$ cat src/rtl/pwm_bank.sv
// Multi-channel PWM peripheral: one shared period counter (edge or center aligned),
// shadowed period/duty registers, per-channel compare outputs and a sticky wrap interrupt.
module pwm_bank #(
  parameter int NUM_CH = 4,
  parameter int CNT_W  = 16
) (
  input  logic              clk,
  input  logic              rst,
  input  logic              sel,
  input  logic              we,
  input  logic [5:0]        addr,
  input  logic [31:0]       wdata,
  output logic [31:0]       rdata,
  output logic [NUM_CH-1:0] pwmOut,
  output logic              periodIrq
);

  localparam logic DIR_UP   = 1'b0;
  localparam logic DIR_DOWN = 1'b1;
  localparam logic [CNT_W-1:0] ONE = CNT_W'(1);

  logic              en, mode, irqen;
  logic [NUM_CH-1:0] chen;
  logic [CNT_W-1:0]  period_sh, period_act;
  logic [CNT_W-1:0]  duty_sh  [NUM_CH];
  logic [CNT_W-1:0]  duty_act [NUM_CH];
  logic [CNT_W-1:0]  cnt, cnt_nxt;
  logic              dir, dir_nxt;
  logic              wrap;

  logic [3:0]        word;
  logic              wr, rd, wr_ctrl, wr_period, wr_status;
  logic [NUM_CH-1:0] wr_duty;
  logic              en_next, enable_edge, run, update, load_act;
  logic [31:0]       rd_val;
  logic              unused_bits;

  assign word        = addr[5:2];
  assign wr          = sel & we;
  assign rd          = sel & ~we;
  assign wr_ctrl     = wr && (word == 4'd0);
  assign wr_period   = wr && (word == 4'd1);
  assign wr_status   = wr && (word == 4'd2);
  assign unused_bits = ^{addr[1:0], wdata};

  // A disabling CTRL write must already zero cnt/pwmOut at its own edge, so
  // "running" needs EN both now and in the next cycle.
  assign en_next     = wr_ctrl ? wdata[0] : en;
  assign enable_edge = ~en & en_next;
  assign run         = en & en_next;
  assign update      = en && (cnt_nxt == '0);
  assign load_act    = update | enable_edge;
  assign periodIrq   = wrap & irqen;

  always_comb begin
    // NOTE: every always_comb output gets a default first so no path leaves it
    // unassigned, which would otherwise infer a latch.
    wr_duty = '0;
    for (int i = 0; i < NUM_CH; i++) begin
      wr_duty[i] = wr && (word == 4'(4 + i));
    end
  end

  always_comb begin
    cnt_nxt = '0;
    dir_nxt = DIR_UP;
    if (period_act != '0) begin
      if (!mode) begin
        cnt_nxt = (cnt >= period_act) ? '0 : cnt + ONE;
      end else if (dir == DIR_UP) begin
        if (cnt >= period_act) begin
          cnt_nxt = period_act - ONE;
          dir_nxt = (period_act == ONE) ? DIR_UP : DIR_DOWN;
        end else begin
          cnt_nxt = cnt + ONE;
        end
      end else if (cnt > ONE) begin
        cnt_nxt = cnt - ONE;
        dir_nxt = DIR_DOWN;
      end
    end
  end

  always_comb begin
    rd_val = '0;
    case (word)
      4'd0: begin
        rd_val[0]           = en;
        rd_val[1]           = mode;
        rd_val[2]           = irqen;
        rd_val[8 +: NUM_CH] = chen;
      end
      4'd1: rd_val[CNT_W-1:0] = period_sh;
      4'd2: rd_val[0] = wrap;
      default: begin
        for (int i = 0; i < NUM_CH; i++) begin
          if (word == 4'(4 + i)) rd_val[CNT_W-1:0] = duty_sh[i];
        end
      end
    endcase
  end

  always_ff @(posedge clk) begin
    if (rst) begin
      // NOTE: the duty arrays are real registers with architected reset values,
      // so they are cleared element by element rather than left as memory.
      for (int i = 0; i < NUM_CH; i++) begin
        duty_sh[i]  <= '0;
        duty_act[i] <= '0;
      end
      en         <= 1'b0;
      mode       <= 1'b0;
      irqen      <= 1'b0;
      chen       <= '0;
      period_sh  <= '0;
      period_act <= '0;
      cnt        <= '0;
      dir        <= DIR_UP;
      wrap       <= 1'b0;
      pwmOut     <= '0;
      rdata      <= '0;
    end else begin
      // NOTE: state uses non-blocking assignments so every right-hand side sees
      // pre-edge values; a same-cycle shadow write therefore misses this load.
      if (wr_ctrl) begin
        en    <= wdata[0];
        mode  <= wdata[1];
        irqen <= wdata[2];
        chen  <= wdata[8 +: NUM_CH];
      end
      if (wr_period) period_sh <= wdata[CNT_W-1:0];
      for (int i = 0; i < NUM_CH; i++) begin
        if (wr_duty[i]) duty_sh[i] <= wdata[CNT_W-1:0];
        if (load_act)   duty_act[i] <= duty_sh[i];
        pwmOut[i] <= run & chen[i] & (cnt < duty_act[i]);
      end
      if (load_act) period_act <= period_sh;

      cnt <= run ? cnt_nxt : '0;
      dir <= run ? dir_nxt : DIR_UP;

      if (update)                      wrap <= 1'b1;
      else if (wr_status && wdata[0])  wrap <= 1'b0;

      if (rd) rdata <= rd_val;
    end
  end

endmodule

$ cat config.mk
export PLATFORM = sky130hd
export DESIGN_NAME = pwm_bank
export DESIGN_NICKNAME = d
export VERILOG_FILES = /design/src/rtl/pwm_bank.sv
export SDC_FILE = /design/constraint.sdc
export NUM_CORES = 1
export LEC_CHECK = 0
export CORE_MARGIN = 3
export CORE_UTILIZATION = 54
export DETAILED_ROUTE_END_ITERATION = 8
export PLACE_DENSITY = 0.77
export SLEW_MARGIN = 20
export SYNTH_ARGS = -nofsm -noshare
export SYNTH_HDL_FRONTEND = slang
export SYNTH_SLANG_ARGS = --single-unit
export TNS_END_PERCENT = 5
$ cat constraint.sdc
create_clock -name clk -period 5.25 [get_ports clk]
set_input_delay 0.525 -clock clk [delete_from_list [all_inputs] [get_ports clk]]
set_output_delay 0.525 -clock clk [all_outputs]
set_load 0.1 [all_outputs]
==> results.cfg <==
[clocking]
worstSkewPairLatency_ns = 0.50
cts_max_path_buffers = 3
clock_transition_at_the_registers_of_the_reported_paths_ns = 0.06
cts_resized = 0
post_cts_hold_buffer_count = 0
ctsHtreeMaxLevel = 1
cts_made_buffers = 23
clock_tree_from_tritoncts = built
clock_sink_count = 205
root_buffer = clkbuf_16
cts.repair_timing.setup_buffer_count = 0

[global_routing]
track_usage_pct = 26.1
vias_in_the_first_global_route = 8741
grt_pass1_wl_mm = 49.4
global_route.overflow_total = 0
antenna_found_initial = 0
largest_net_degree_at_the_start_of_global_routing = 65

[timing]
final-max-slew-violation-count = 0
layout_worst_path_cycle_share_pct = 84.0
finalHoldViolations = 0
worstMarginPinSlew_ns = 1.11
setup_viol = 0
worst_clock_skew_ns = 0.0110
max_clock_freq_mhz = 227
rsz0062_at_grt = false
finalSetupTns_ns = 0
max_slew_margin_pct = 25.8
layout_min_cycle_time_ns = 4.41
final.setup.worst_slack_ns = 0.840

[synth]
synth_enable_flop_cells = 128
synth.cell_area_sq_mm = 0.0118
ys.flop_type = edfxtp_1
post_synth_and_or_nand_nor_area_fraction_pct = 21.5
number_of_flip_flops_and_latches_in_the_synthesized_netlist = 205
synth_xor_area_share_pct = 2.45
muxShareOfSynthArea_pct = 4.81
synth-async-reset-ratio_pct = 0
synth.yosys.warnings = 0
synth_top_family_by_area = simple AND/OR/NAND/NOR gates
synth_top_cell_by_area = edfxtp_1
synth_area_in_compound_gates_pct = 10.9
synth_cells = 1128
synth_top_cell_area_share_pct = 32.5
synthesis.area_per_instance_sq_um = 10.5
yosys.area_share.adder_pct = 8.68
most_area_consuming_cells_after_synthesis = edfxtp_1 33%, dfxtp_1 13%, ha_1 8.7%, nor3b_2 6.8%, and2_1 3.5%
synth.yosys.seq_area_share_pct = 45.6
yosys.cell_types.count = 68

[placement]
place.detailed.hpwl_mm = 21.8
buffer_ports.inserted = 44
pre_cts_slack_ns = 0.958
place.gp.congestion = 0.929

[drt]
drtPass1Iterations = 5
detail_route.drc_violations = 0
drt-total-wl_mm = 31.2
remaining_antenna_violation_count = 0
routed_via_density = 6.10
detailed_router_s_first_iteration_violation_count = 816
drt-wirelength-per-cell_um = 21.3
via_count = 8905

[final_layout]
sequential_cell_area_sq_mm = 0.00539
fin_nets = 1294
antenna_cells = 0
area_delta_synth_final_pct = 12.6
drive_gt1_share_pct = 12.7
area_occupied_by_multi_input_gates_sq_mm = 0.00581
n_fill_cell = 1630

[floorplan]
coreArea_sq_mm = 0.0213
die_area_sq_mm = 0.0237
num_io_pins = 79
die_w_um = 154
fp.dieH_um = 154
rows = 53
start_util_pct = 55.5

[job]
timing.max_cap.violations = 0

[critical_path]
cp_data_arrival_time_ns = 4.57
crit_path_cell_trace = ha_1 > a41oi_1 > o21ai_0 > a22oi_1 > a31oi_1 > buf_4 > a222oi_1 > nand3_1 > o31ai_1 > a21oi_4 > nand2_2 > buf_12
crit_fanout = 64
crit_path_max_incr_delay_ns = 0.68
crit_type = reg -> reg
rrSetupSlack_ns = 0.84
crit_required_ns = 5.41
timing.critical_path.from_type = register
worst_setup_path_end_kind = register
slowest_library_cell_on_the_worst_path = dfxtp_1

[power_and_ir_drop]
finalPower_mw = 3.77
leakage_nw = 5.33
power_per_cell_area_mw_per_mm2 = 284
worst_ir_drop_vdd_mv = 0.251

[hold_path]
worst_hold_path_type = reg -> reg

[status]
run_status = finished, final reports clean
## through the flow
| step | utilization, % | hold WS (ns) | cells | instance area [sq um] |
|---|---|---|---|---|
| after detailed placement | 58.8 | 0.466 | 1420 | 12500 |
| after global placement | 58.8 | 0.457 | 1420 | 12500 |
| after CTS | 62.5 | 0.477 | 1461 | 13300 |
| after floorplan | - | 0.445 | 1143 | 11900 |
| after global routing | 62.5 | 0.497 | 1461 | 13300 |
| final | 62.5 | 0.480 | 1461 | 13300 |
## report_power, final
part           leakage (nW)  internal (mW)  switching (mW)
registers              1.89           1.77          0.0304
logic                  3.06         0.0893           0.238
clock network         0.371           1.00           0.651
total                  5.33           2.85           0.919
## placed cells by master, fill, tap and decap left out, types with 5 or more instances in the layout
master           count
a211oi_1             8
a21o_1              25
nor3b_2             64
nand2_1            108
xnor2_1             22
edfxtp_1           128
a311oi_1             5
dfxtp_1             77
o21ai_0             33
inv_1               84
clkbuf_16           24
buf_4               28
a21oi_1             54
nand2b_1            14
nor2_1              60
ha_1                82
and3_1               5
nand4_1              9
a31oi_1             13
xor2_1              11
clkdlybuf4s50_1     42
clkbuf_1             5
mux4_2               7
and2_1              66
a22oi_1             14
or3_1                8
nor2b_1              7
nor4_1               7
nand3_1             20
nor3b_1              5
mux2i_1             41
conb_1              16
nor3_1              16
## registers in the layout (all words and copies together) (netlist names)
register	cells
chen	4
period_sh	16
irqen	1
dir	1
cnt	16
duty_act	64
duty_sh	64
pwmOut	4
period_act	16
wrap	1
mode	1
en	1
rdata	16
## final cells by class
class,count,area share (%)
Multi-Input combinational cell,782,43.6
Clock inverter,11,1.05
Timing Repair Buffer,73,5.08
Inverter,85,2.40
Tap cell,275,2.59
Clock buffer,30,4.76
Sequential cell,205,40.5
## per-layer routing
layer	vias to the layer above	routed length [um]	GRT usage (%)
li1	4091	-	-
met5	-	0	0
met4	0	932	8.62
met1	4281	12900	36.2
met3	75	2670	3.66
met2	458	14600	42.5
## Yosys cell counts (4+ instances only)
master / number
a21o_1: 25
buf_4: 16
clkbuf_1: 45
or4_1: 4
nor3b_1: 5
buf_6: 9
a311oi_1: 5
edfxtp_1: 128
or3_1: 8
mux2i_1: 41
and3_1: 5
nor4_1: 8
nand2_1: 109
a221oi_1: 4
and2_1: 66
o31ai_1: 4
nor3_1: 16
inv_1: 84
nor2_1: 60
a21oi_1: 55
xor2_1: 11
xnor2_1: 22
a211oi_1: 8
ha_1: 82
a22oi_1: 14
a31oi_1: 13
dfxtp_1: 77
o21a_1: 4
nand4_1: 9
nand2b_1: 14
nor2b_1: 8
nor3b_2: 64
mux4_2: 7
nand3_1: 20
o21ai_0: 34
## cell families (layout without fill, tap and decap cells)
logic type,Yosys count,in the layout
buffers and inverters,156,199
other,1,16
flip-flops,205,205
multiplexers,48,48
XOR/XNOR,33,33
AND/OR/NAND/NOR,408,408
AO/OA/AOI/OAI,195,195
adder cells (fa/ha/maj),82,82
## worst paths after layout
| path | startpoint | depth (start not counted) | endpoint |
|---|---|---|---|
| worst min-delay path | period_act[9] | 2 | period_act[9] |
| worst max register to register | cnt[5] | 12 | duty_act[0][13] |
| worst max-delay path | cnt[5] | 12 | duty_act[0][13] |
| worst min register to register | period_act[9] | 2 | period_act[9] |
## worst max-delay path, delay by kind of cell (launching register included)
| kind | cells | cell delay [ns] |
|---|---|---|
| AOI/OAI and AO/OA | 7 | 2.11 |
| DFF | 1 | 0.68 |
| buffers and inverters | 2 | 0.58 |
| adders and majority gates | 1 | 0.36 |
| and+or+nand+nor | 2 | 0.28 |
Power figures use the tool's default switching activity.
